===== config.mk =====
export PLATFORM = sky130hd
export DESIGN_NAME = instr_encoder_q_flat
export DESIGN_NICKNAME = d
export VERILOG_FILES = /design/src/rtl/rv_pkg.sv /design/src/rtl/instr_encoder_q_if.sv /design/src/rtl/sync_fifo.sv /design/src/rtl/instr_encoder_q.sv /design/src/flat_wrapper.sv
export SDC_FILE = /design/constraint.sdc
export NUM_CORES = 1
export LEC_CHECK = 0
export CAP_MARGIN = 10
export CORE_ASPECT_RATIO = 0.75
export CORE_MARGIN = 5
export CORE_UTILIZATION = 59
export CTS_CLUSTER_DIAMETER = 80
export DETAILED_ROUTE_END_ITERATION = 7
export PLACE_DENSITY_LB_ADDON = 0.08
export SLEW_MARGIN = 10
export SYNTH_ARGS = -nofsm -noshare
export SYNTH_HDL_FRONTEND = slang
export SYNTH_SLANG_ARGS = --single-unit
export TNS_END_PERCENT = 20

===== constraint.sdc =====
create_clock -name clk -period 4.4 [get_ports clk]
set_input_delay 1.1 -clock clk [delete_from_list [all_inputs] [get_ports clk]]
set_output_delay 1.1 -clock clk [all_outputs]
set_load 0.005 [all_outputs]

===== src/rtl/rv_pkg.sv =====
// rv_pkg: RV32I opcodes, encoder format codes and field packers.
// Shared between the instruction encoder and the core control decoder.
package rv_pkg;

    localparam logic [6:0] OP_R      = 7'b0110011;
    localparam logic [6:0] OP_LOAD   = 7'b0000011;
    localparam logic [6:0] OP_STORE  = 7'b0100011;
    localparam logic [6:0] OP_BRANCH = 7'b1100011;
    localparam logic [6:0] OP_IMM    = 7'b0010011;

    typedef enum logic [2:0] {
        FMT_R      = 3'd0,
        FMT_LOAD   = 3'd1,
        FMT_STORE  = 3'd2,
        FMT_BRANCH = 3'd3,
        FMT_OPIMM  = 3'd4
    } fmt_e;

    function automatic logic [31:0] enc_r(
        input logic [6:0] f7,
        input logic [4:0] rs2,
        input logic [4:0] rs1,
        input logic [2:0] f3,
        input logic [4:0] rd
    );
        return {f7, rs2, rs1, f3, rd, OP_R};
    endfunction

    function automatic logic [31:0] enc_i(
        input logic [11:0] imm,
        input logic [4:0]  rs1,
        input logic [2:0]  f3,
        input logic [4:0]  rd,
        input logic [6:0]  op
    );
        return {imm, rs1, f3, rd, op};
    endfunction

    function automatic logic [31:0] enc_s(
        input logic [11:0] imm,
        input logic [4:0]  rs2,
        input logic [4:0]  rs1,
        input logic [2:0]  f3
    );
        return {imm[11:5], rs2, rs1, f3, imm[4:0], OP_STORE};
    endfunction

    // B-type offsets are even, so bit 0 never reaches the word.
    function automatic logic [31:0] enc_b(
        input logic [12:1] imm,
        input logic [4:0]  rs2,
        input logic [4:0]  rs1,
        input logic [2:0]  f3
    );
        return {imm[12], imm[10:5], rs2, rs1, f3,
                imm[4:1], imm[11], OP_BRANCH};
    endfunction

endpackage


===== src/rtl/instr_encoder_q_if.sv =====
// instr_encoder_q_if: request and instruction-word handshake bundle.
// master = debug/boot host and fetch mux side, slave = encoder queue.
interface instr_encoder_q_if #(
    parameter int CNT_W = 3
);
    logic             in_valid;
    logic             in_ready;
    logic [2:0]       in_fmt;
    logic [4:0]       in_rd;
    logic [4:0]       in_rs1;
    logic [4:0]       in_rs2;
    logic [2:0]       in_funct3;
    logic [6:0]       in_funct7;
    logic [12:0]      in_imm;
    logic             out_valid;
    logic             out_ready;
    logic [31:0]      out_instr;
    logic [CNT_W-1:0] count;
    logic             err_illegal;
    logic             err_range;

    modport master (
        output in_valid, in_fmt, in_rd, in_rs1, in_rs2,
        output in_funct3, in_funct7, in_imm, out_ready,
        input  in_ready, out_valid, out_instr, count,
        input  err_illegal, err_range
    );

    modport slave (
        input  in_valid, in_fmt, in_rd, in_rs1, in_rs2,
        input  in_funct3, in_funct7, in_imm, out_ready,
        output in_ready, out_valid, out_instr, count,
        output err_illegal, err_range
    );
endinterface


===== src/rtl/sync_fifo.sv =====
// sync_fifo: single-clock FIFO with count, flush and sticky head word.
// dout keeps the last popped word while empty; reset/flush zero it.
module sync_fifo #(
    parameter int DEPTH = 4,
    parameter int WIDTH = 32,
    parameter int CNT_W = 3
) (
    input  logic             clk,
    input  logic             rst,
    input  logic             flush,
    input  logic             push,
    input  logic             pop,
    input  logic [WIDTH-1:0] din,
    output logic [WIDTH-1:0] dout,
    output logic             full,
    output logic             empty,
    output logic [CNT_W-1:0] count
);
    localparam int PTR_W = $clog2(DEPTH);

    logic [WIDTH-1:0] r_mem [DEPTH];
    logic [PTR_W-1:0] r_wr_ptr;
    logic [PTR_W-1:0] r_rd_ptr;
    logic [CNT_W-1:0] r_count;
    logic [WIDTH-1:0] r_hold;
    logic             w_push;
    logic             w_pop;
    logic             w_clr;

    assign full   = (r_count == CNT_W'(DEPTH));
    assign empty  = (r_count == '0);
    assign count  = r_count;
    assign w_clr  = rst | flush;
    assign w_push = push & ~full;
    assign w_pop  = pop & ~empty;
    assign dout   = empty ? r_hold : r_mem[r_rd_ptr];

    always_ff @(posedge clk) begin
        if (w_push) begin
            r_mem[r_wr_ptr] <= din;
        end
    end

    always_ff @(posedge clk) begin
        if (w_clr) begin
            r_wr_ptr <= '0;
            r_rd_ptr <= '0;
            r_count  <= '0;
            r_hold   <= '0;
        end else begin
            if (w_push) begin
                r_wr_ptr <= r_wr_ptr + PTR_W'(1);
            end
            if (w_pop) begin
                r_rd_ptr <= r_rd_ptr + PTR_W'(1);
                r_hold   <= r_mem[r_rd_ptr];
            end
            unique case ({w_push, w_pop})
                2'b10:   r_count <= r_count + CNT_W'(1);
                2'b01:   r_count <= r_count - CNT_W'(1);
                default: r_count <= r_count;
            endcase
        end
    end
endmodule


===== src/rtl/instr_encoder_q.sv =====
// instr_encoder_q: RV32I field-to-word encoder feeding a small injection FIFO.
// Define ENC_RANGE_CHECK_EN to drop and flag out-of-range immediates.
module instr_encoder_q
    import rv_pkg::*;
#(
    parameter int DEPTH = 4,
    parameter int CNT_W = 3
) (
    input  logic             clk,
    input  logic             rst,
    input  logic             flush,
    instr_encoder_q_if.slave bus
);
    fmt_e             w_fmt;
    logic [31:0]      w_word;
    logic             w_legal;
    logic             w_i_bad;
    logic             w_b_bad;
    logic             w_range_bad;
    logic             w_accept;
    logic             w_push;
    logic             w_pop;
    logic             w_full;
    logic             w_empty;
    logic [CNT_W-1:0] w_count;
    logic [31:0]      w_dout;
    logic             r_err_illegal;
    logic             r_err_range;

    assign w_fmt = fmt_e'(bus.in_fmt);

`ifdef ENC_RANGE_CHECK_EN
    assign w_i_bad = bus.in_imm[12] ^ bus.in_imm[11];
    assign w_b_bad = bus.in_imm[0];
`else
    assign w_i_bad = 1'b0;
    assign w_b_bad = 1'b0;
`endif

    always_comb begin
        w_word      = '0;
        w_legal     = 1'b1;
        w_range_bad = 1'b0;
        unique case (w_fmt)
            FMT_R: begin
                w_word = enc_r(bus.in_funct7, bus.in_rs2,
                               bus.in_rs1, bus.in_funct3,
                               bus.in_rd);
            end
            FMT_LOAD: begin
                w_word = enc_i(bus.in_imm[11:0], bus.in_rs1,
                               bus.in_funct3, bus.in_rd,
                               OP_LOAD);
                w_range_bad = w_i_bad;
            end
            FMT_STORE: begin
                w_word = enc_s(bus.in_imm[11:0], bus.in_rs2,
                               bus.in_rs1, bus.in_funct3);
                w_range_bad = w_i_bad;
            end
            FMT_BRANCH: begin
                w_word = enc_b(bus.in_imm[12:1], bus.in_rs2,
                               bus.in_rs1, bus.in_funct3);
                w_range_bad = w_b_bad;
            end
            FMT_OPIMM: begin
                w_word = enc_i(bus.in_imm[11:0], bus.in_rs1,
                               bus.in_funct3, bus.in_rd,
                               OP_IMM);
                w_range_bad = w_i_bad;
            end
            default: begin
                w_legal = 1'b0;
            end
        endcase
    end

    // in_ready comes only from the registered count; a pop never frees a slot early.
    assign w_accept = bus.in_valid & ~w_full;
    assign w_push   = w_accept & w_legal & ~w_range_bad;
    assign w_pop    = bus.out_ready & ~w_empty;

    sync_fifo #(
        .DEPTH (DEPTH),
        .WIDTH (32),
        .CNT_W (CNT_W)
    ) u_fifo (
        .clk   (clk),
        .rst   (rst),
        .flush (flush),
        .push  (w_push),
        .pop   (w_pop),
        .din   (w_word),
        .dout  (w_dout),
        .full  (w_full),
        .empty (w_empty),
        .count (w_count)
    );

    // Requests taken in a flush cycle are discarded, so they raise no error either.
    always_ff @(posedge clk) begin
        if (rst || flush) begin
            r_err_illegal <= 1'b0;
            r_err_range   <= 1'b0;
        end else begin
            r_err_illegal <= w_accept & ~w_legal;
            r_err_range   <= w_accept & w_legal & w_range_bad;
        end
    end

    assign bus.in_ready    = ~w_full;
    assign bus.out_valid   = ~w_empty;
    assign bus.out_instr   = w_dout;
    assign bus.count       = w_count;
    assign bus.err_illegal = r_err_illegal;
    assign bus.err_range   = r_err_range;
endmodule


===== src/flat_wrapper.sv =====
// flat-port wrapper written by rule: the top's interface ports become plain ports
module instr_encoder_q_flat import rv_pkg::*;
#(
    parameter int DEPTH = 4,
    parameter int CNT_W = 3
)
  (clk, rst, flush, bus_in_valid, bus_in_fmt, bus_in_rd, bus_in_rs1, bus_in_rs2, bus_in_funct3, bus_in_funct7, bus_in_imm, bus_out_ready, bus_in_ready, bus_out_valid, bus_out_instr, bus_count, bus_err_illegal, bus_err_range);
  instr_encoder_q_if #(.CNT_W(CNT_W)) bus_i ();
  input  logic clk;
  input  logic rst;
  input  logic flush;
  input wire logic [$bits(bus_i.in_valid)-1:0] bus_in_valid;
  input wire logic [$bits(bus_i.in_fmt)-1:0] bus_in_fmt;
  input wire logic [$bits(bus_i.in_rd)-1:0] bus_in_rd;
  input wire logic [$bits(bus_i.in_rs1)-1:0] bus_in_rs1;
  input wire logic [$bits(bus_i.in_rs2)-1:0] bus_in_rs2;
  input wire logic [$bits(bus_i.in_funct3)-1:0] bus_in_funct3;
  input wire logic [$bits(bus_i.in_funct7)-1:0] bus_in_funct7;
  input wire logic [$bits(bus_i.in_imm)-1:0] bus_in_imm;
  input wire logic [$bits(bus_i.out_ready)-1:0] bus_out_ready;
  output wire logic [$bits(bus_i.in_ready)-1:0] bus_in_ready;
  output wire logic [$bits(bus_i.out_valid)-1:0] bus_out_valid;
  output wire logic [$bits(bus_i.out_instr)-1:0] bus_out_instr;
  output wire logic [$bits(bus_i.count)-1:0] bus_count;
  output wire logic [$bits(bus_i.err_illegal)-1:0] bus_err_illegal;
  output wire logic [$bits(bus_i.err_range)-1:0] bus_err_range;
  assign bus_i.in_valid = bus_in_valid;
  assign bus_i.in_fmt = bus_in_fmt;
  assign bus_i.in_rd = bus_in_rd;
  assign bus_i.in_rs1 = bus_in_rs1;
  assign bus_i.in_rs2 = bus_in_rs2;
  assign bus_i.in_funct3 = bus_in_funct3;
  assign bus_i.in_funct7 = bus_in_funct7;
  assign bus_i.in_imm = bus_in_imm;
  assign bus_i.out_ready = bus_out_ready;
  assign bus_in_ready = bus_i.in_ready;
  assign bus_out_valid = bus_i.out_valid;
  assign bus_out_instr = bus_i.out_instr;
  assign bus_count = bus_i.count;
  assign bus_err_illegal = bus_i.err_illegal;
  assign bus_err_range = bus_i.err_range;
  instr_encoder_q #(.DEPTH(DEPTH), .CNT_W(CNT_W)) u_core (.clk(clk), .rst(rst), .flush(flush), .bus(bus_i));
endmodule

# [Yosys cells after proc, flatten, opt, wreduce, memory -nomap -nowiden]
# Memory sizes are Yosys's and may differ from the RTL's. A register that Yosys moved wholly into a read port is not among the register bits.
# Index checks and enable logic that the tools add are counted.
[word_totals] mem_bits_ro=0 inputBits=46 n_memories=1 reg_bits=40 out_inout_bits=39 ramBits=128 latchBits=0 word_cells=40
[op_classes] reduce_logical=5 n_mul=0 add_sub_neg=4 n_eq_ne=7 n_mux=8 shift=0 n_div=0 n_bitwise=10 order_cmp=0
[memory_table] memory="u_core.u_fifo.r_mem" words=4 word_bits=32 rd=1 rd_clocked_by_memory_dff=1 write_ports=1 line_no="sync_fifo.sv:21" rtl="logic [WIDTH-1:0] r_mem [DEPTH];"
[op_table] operator="case mux 32 bit (5 select lines)" count=1
[op_table] operator="2-to-1 mux 32 bit" count=1
[op_table] operator="bitwise AND 1 bit" count=6
[op_table] operator="equality test 3 x 2 -> 1 bit (second input constant)" count=2
[op_table] operator="equality test 3 bit (second input constant)" count=2
[op_table] operator="zero test 3 bit" count=2
[op_table] operator="case mux 3 bit (2 select lines)" count=1
[op_table] operator="OR reduction 5 bit" count=1
[op_table] operator="adder 2 x 1 -> 2 bit (second input constant)" count=2
[op_table] operator="2-to-1 mux 2 bit" count=2
[op_table] operator="adder 3 x 1 -> 3 bit (second input constant)" count=1
[op_table] operator="equality test 3 x 1 -> 1 bit (second input constant)" count=1
[op_table] operator="2-to-1 mux 1 bit" count=3
[op_table] operator="inverter 1 bit" count=3
[op_table] operator="subtractor 3 x 1 -> 3 bit (second input constant)" count=1
[op_table] operator="equality test 2 x 1 -> 1 bit (second input constant)" count=1
[op_table] operator="equality test 2 bit (second input constant)" count=1
[op_table] operator="nonzero test 2 bit" count=1
[op_table] operator="logical OR 1 bit" count=1
[op_table] operator="bitwise OR 1 bit" count=1

# [Longest topological paths before layout]
[logic_depth] depth_word=7 mapped_depth=13 depth_no_buf=11

# [Hierarchy]
# From an unflattened synthesis, not the netlist that was laid out.
[hier_totals] cells_unflattened=419 area_unflattened_um2=7023.0
[by_module_without_submodules] module="sync_fifo" area_each_um2=6459.9 instances=1 cells_per_inst=331 seq_area_each_um2=4664.5
[by_module_without_submodules] module="instr_encoder_q" area_each_um2=563.0 instances=1 cells_per_inst=88 seq_area_each_um2=20.0

# [Least setup slack after synthesis]
# No wires, ideal clock.
[synth_timing] path_kind="input port to flip-flop" from="input port bus_in_fmt[1]" to="register u_core.u_fifo.r_count[2], in the netlist u_core.u_fifo.count[2]" setup_slack_ps=1295 setup_time_ps=71 arrival_ps=3034 stages=13 cell_sequence="buf_2 nor2_2 nor2_2 inv_2 and3_4 buf_6 inv_2 ha_1 inv_1 fa_1 xor2_1 or3_1 a21oi_1"
[synth_between] elab_chain_cells=7
[synth_lines] element="start, declared" line_no="flat_wrapper.sv:13" rtl="input wire logic [$bits(bus_i.in_fmt)-1:0] bus_in_fmt;"
[synth_lines] element="equality test 3 x 1 -> 1 bit, or another cell as far along" line_no="instr_encoder_q.sv:44" rtl="unique case (w_fmt)"
[synth_lines] element="OR reduction 5 bit (no line) *"
[synth_lines] element="2-to-1 mux 1 bit *" line_no="instr_encoder_q.sv:44"
[synth_lines] element="bitwise AND 1 bit *" line_no="instr_encoder_q.sv:80" rtl="assign w_push = w_accept & w_legal & ~w_range_bad;"
[synth_lines] element="bitwise AND 1 bit *" line_no="sync_fifo.sv:34" rtl="assign w_push = push & ~full;"
[synth_lines] element="equality test 2 x 1 -> 1 bit / equality test 2 bit (equally long branches)" line_no="sync_fifo.sv:58" rtl="unique case ({w_push, w_pop})"
[synth_lines] element="case mux 3 bit (2 select lines) / nonzero test 2 bit (equally long branches)"
[synth_lines] element="end signal, assigned" line_no="sync_fifo.sv:59" rtl="2'b10: r_count <= r_count + CNT_W'(1);"
[synth_lines] element="end signal, assigned" line_no="sync_fifo.sv:60" rtl="2'b01: r_count <= r_count - CNT_W'(1);"
[synth_lines] element="end signal, assigned" line_no="sync_fifo.sv:61" rtl="default: r_count <= r_count;"
[synth_lines] element="end, declared" line_no="sync_fifo.sv:24" rtl="logic [CNT_W-1:0] r_count;"
# Mark *: on every way between the ends. The rest lies on a longest branch, timed or not.
# A chain may end at the register's enable or synchronous reset.

==> flow_summary.json <==
{
  "cts_setup_buffers": 0,
  "use_met1_pct": 29.86,
  "hpwl_um": 7892,
  "vias": 3744,
  "h-tree-depth": 4,
  "clk_path_buf_depth": 2,
  "busiest_layer": "met2",
  "n_antenna_cell": 0,
  "syn_inst": 393,
  "worstSetupEndpointType": "output pin",
  "r2r_end": "u_core.u_fifo.count[2]",
  "clk_latency_ps": 410,
  "instances_no_fill": 630,
  "syn_area_um2": 6480,
  "synth.avg_cell_area_um2": 16.49,
  "grt_max_degree": 32,
  "yosys.area.top_type_share_pct": 53.76,
  "hold_viol": 0,
  "r2r_slack_ps": 1970,
  "cts-hold-fix-buffers": 0,
  "numCtsBuffers": 17,
  "drtAntennaViolNets": 0,
  "synth_most_common_cell": "edfxtp_1",
  "synth_top_area_cell": "edfxtp_1",
  "design_area_um2": 7975,
  "ys_top_cells_by_area": "edfxtp_1, dfxtp_1, mux4_2",
  "synth_seq_area_share_pct": 65.80,
  "wl_per_cell_um": 21.52,
  "ys_top_cells_by_count": "edfxtp_1, dfxtp_1, a22o_1, mux4_2",
  "period_minus_slack_ps": 3837,
  "final_nets": 529,
  "ys_types": 41,
  "placedCellCount": 598,
  "maxCapViolCount": 0,
  "fmax_mhz": 260.6,
  "synth.yosys.warnings": 0,
  "die_x_um": 131.0,
  "place_area_um2": 7391,
  "cts_sinks": 155,
  "worstMarginPinSlew_ps": 806.7,
  "startpoint_type": "flip-flop",
  "grt_pass1_vias": 3926,
  "path_class": "flip-flop to output pin",
  "async_flop_share_pct": 0,
  "slew_viol_final": 0,
  "drcViolationCount": 0,
  "grt_pass1_wl_um": 21220,
  "die_area_um2": 13200,
  "post-route-period-util_pct": 87.21,
  "path_clk_slew_ps": 60,
  "core_um2": 10820,
  "ys_ff_latch": 155,
  "worst-r2r-cell-count": 9,
  "peakVddDrop_mv": 0.2895,
  "io_pins": 85,
  "p_leak_nw": 2.775,
  "dr.pass1.iters": 5,
  "cts-root-buf": "clkbuf_16",
  "initial_core_util_pct": 59.90,
  "grt_use_met3_pct": 6.356,
  "grt_use_total_pct": 21.93,
  "finalSetupViolCount": 0,
  "post_cts_resized": 0,
  "areaGrowthSynthToFinish_pct": 23.07,
  "drive_gt1_share_pct": 18.78,
  "dieHeight_um": 100.8,
  "skew_ps": 5.377,
  "status": "complete, no violations",
  "via_per_inst": 5.943,
  "critPathArrivalTime_ps": 2740,
  "cellPowerDensity_nw_per_um2": 415.0,
  "critPathRequiredTime_ps": 3300,
  "synth_edf_count": 116,
  "synth_ff_type": "edfxtp_1",
  "rsz0062_at_grt": "no",
  "grt_overflow": 0,
  "r2r-start": "u_core.u_fifo.count[2]",
  "gp_congestion": 0.8290,
  "portBuffers": 81,
  "antenna_found_initial": 0,
  "drt_iter0_markers": 268,
  "setup-tns-final_ps": 0,
  "crit_fanout": 15,
  "timing.slew.headroom_pct": 46.06,
  "min_path_type": "flip-flop to flip-flop",
  "num_rows": 33,
  "grtUsageMet2_pct": 35.45,
  "crit_end": "bus_out_instr[4]",
  "wirelength_um": 13560,
  "cts_tree": "done"
}
registers in the layout (all words and copies together) (netlist names), named ones only:
| signal | flops |
|---|---|
| u_core.u_fifo.r_mem | 116 |
| u_core.u_fifo.r_hold | 29 |
| u_core.u_fifo.count | 3 |
| u_core.u_fifo.r_rd_ptr | 2 |
| u_core.u_fifo.r_wr_ptr | 2 |
| u_core.bus.err_illegal | 1 |
cell usage in the layout, fill, tap and decap left out, types with 3 or more instances in the layout:
| master | n |
|---|---|
| inv_2 | 3 |
| edfxtp_1 | 116 |
| inv_1 | 10 |
| conb_1 | 3 |
| a21oi_1 | 19 |
| buf_4 | 13 |
| o21ai_0 | 6 |
| o32ai_1 | 5 |
| mux2_2 | 10 |
| dfxtp_1 | 38 |
| mux2i_1 | 11 |
| clkbuf_16 | 17 |
| mux2_1 | 19 |
| nor2_2 | 3 |
| clkdlybuf4s50_1 | 81 |
| nand2_1 | 4 |
| a22o_1 | 29 |
| and2_1 | 12 |
| clkinvlp_4 | 4 |
| or3b_1 | 5 |
| bufinv_16 | 3 |
| mux4_2 | 29 |
| xor2_1 | 4 |
| clkinv_2 | 3 |
| nor2b_1 | 3 |
| nor2_1 | 10 |
| ha_1 | 5 |
how the worst min path moves through the flow:
stage | from | to | slack (ps) | cells past startpoint
after floorplan | u_core.u_fifo.r_hold[10] | u_core.u_fifo.r_hold[10] | 440 | 1
after global placement | u_core.u_fifo.r_hold[20] | u_core.u_fifo.r_hold[20] | 450 | 1
after detailed placement | u_core.u_fifo.r_hold[5] | u_core.u_fifo.r_hold[5] | 450 | 1
after CTS | u_core.u_fifo.r_hold[14] | u_core.u_fifo.r_hold[14] | 470 | 1
after global routing | u_core.u_fifo.r_hold[15] | u_core.u_fifo.r_hold[15] | 490 | 1
final | u_core.u_fifo.r_hold[30] | u_core.u_fifo.r_hold[30] | 470 | 1
cell type report:
type | count | area [um2]
Tap cell | 140 | 175.2
Sequential cell | 155 | 4265
Timing Repair Buffer | 94 | 908.4
Clock buffer | 19 | 432.9
Inverter | 13 | 48.80
Fill cell | 686 | 2843
Multi-Input combinational cell | 196 | 1993
Clock inverter | 13 | 151.4
power breakdown:
group / switching, mW / total, mW / internal [mW]
Sequential: 0.0116 / 1.62 / 1.61
Clock: 0.551 / 1.44 / 0.885
Combinational: 0.122 / 0.253 / 0.132
Total: 0.684 / 3.31 / 2.63
worst max-delay path, cell delays in order (launching register included):
cell and delay, ps:
dfxtp_2 650, buf_4 310, mux4_2 570, mux2_1 340, clkdlybuf4s50_1 450
metrics by stage:
stage | hold slack (ps) | utilization (%) | worst slack (ps) | total power, mW
after floorplan | 435.1 | - | 1295 | 1.789
after global placement | 448.4 | 68.32 | 625.1 | 1.893
after global routing | 485.9 | 73.72 | 361.5 | 3.417
final | 466.8 | 73.72 | 562.7 | 3.310
after detailed placement | 453.7 | 68.32 | 515.9 | 1.903
after CTS | 470.4 | 73.72 | 471.6 | 3.333
layer usage:
layer	wire length, um	vias up
li1	-	1697
met1	5914	1900
met4	72	0
met3	837	10
met2	6731	137
met5	0	-
logic make-up (layout without fill, tap and decap cells):
group | count (synthesis) | after routing | share of synthesized area, %
DFF | 155 | 155 | 65.80
muxes | 70 | 70 | 17.05
AOI/OAI and AO/OA | 66 | 66 | 7.395
and+or+nand+nor | 47 | 47 | 4.286
buffers and inverters | 44 | 139 | 3.591
adders and majority gates | 6 | 6 | 1.274
xor gates and xnor gates | 4 | 4 | 0.5406
other | 1 | 3 | 0.05787
No activity file was read; power rests on OpenSTA's default activity.
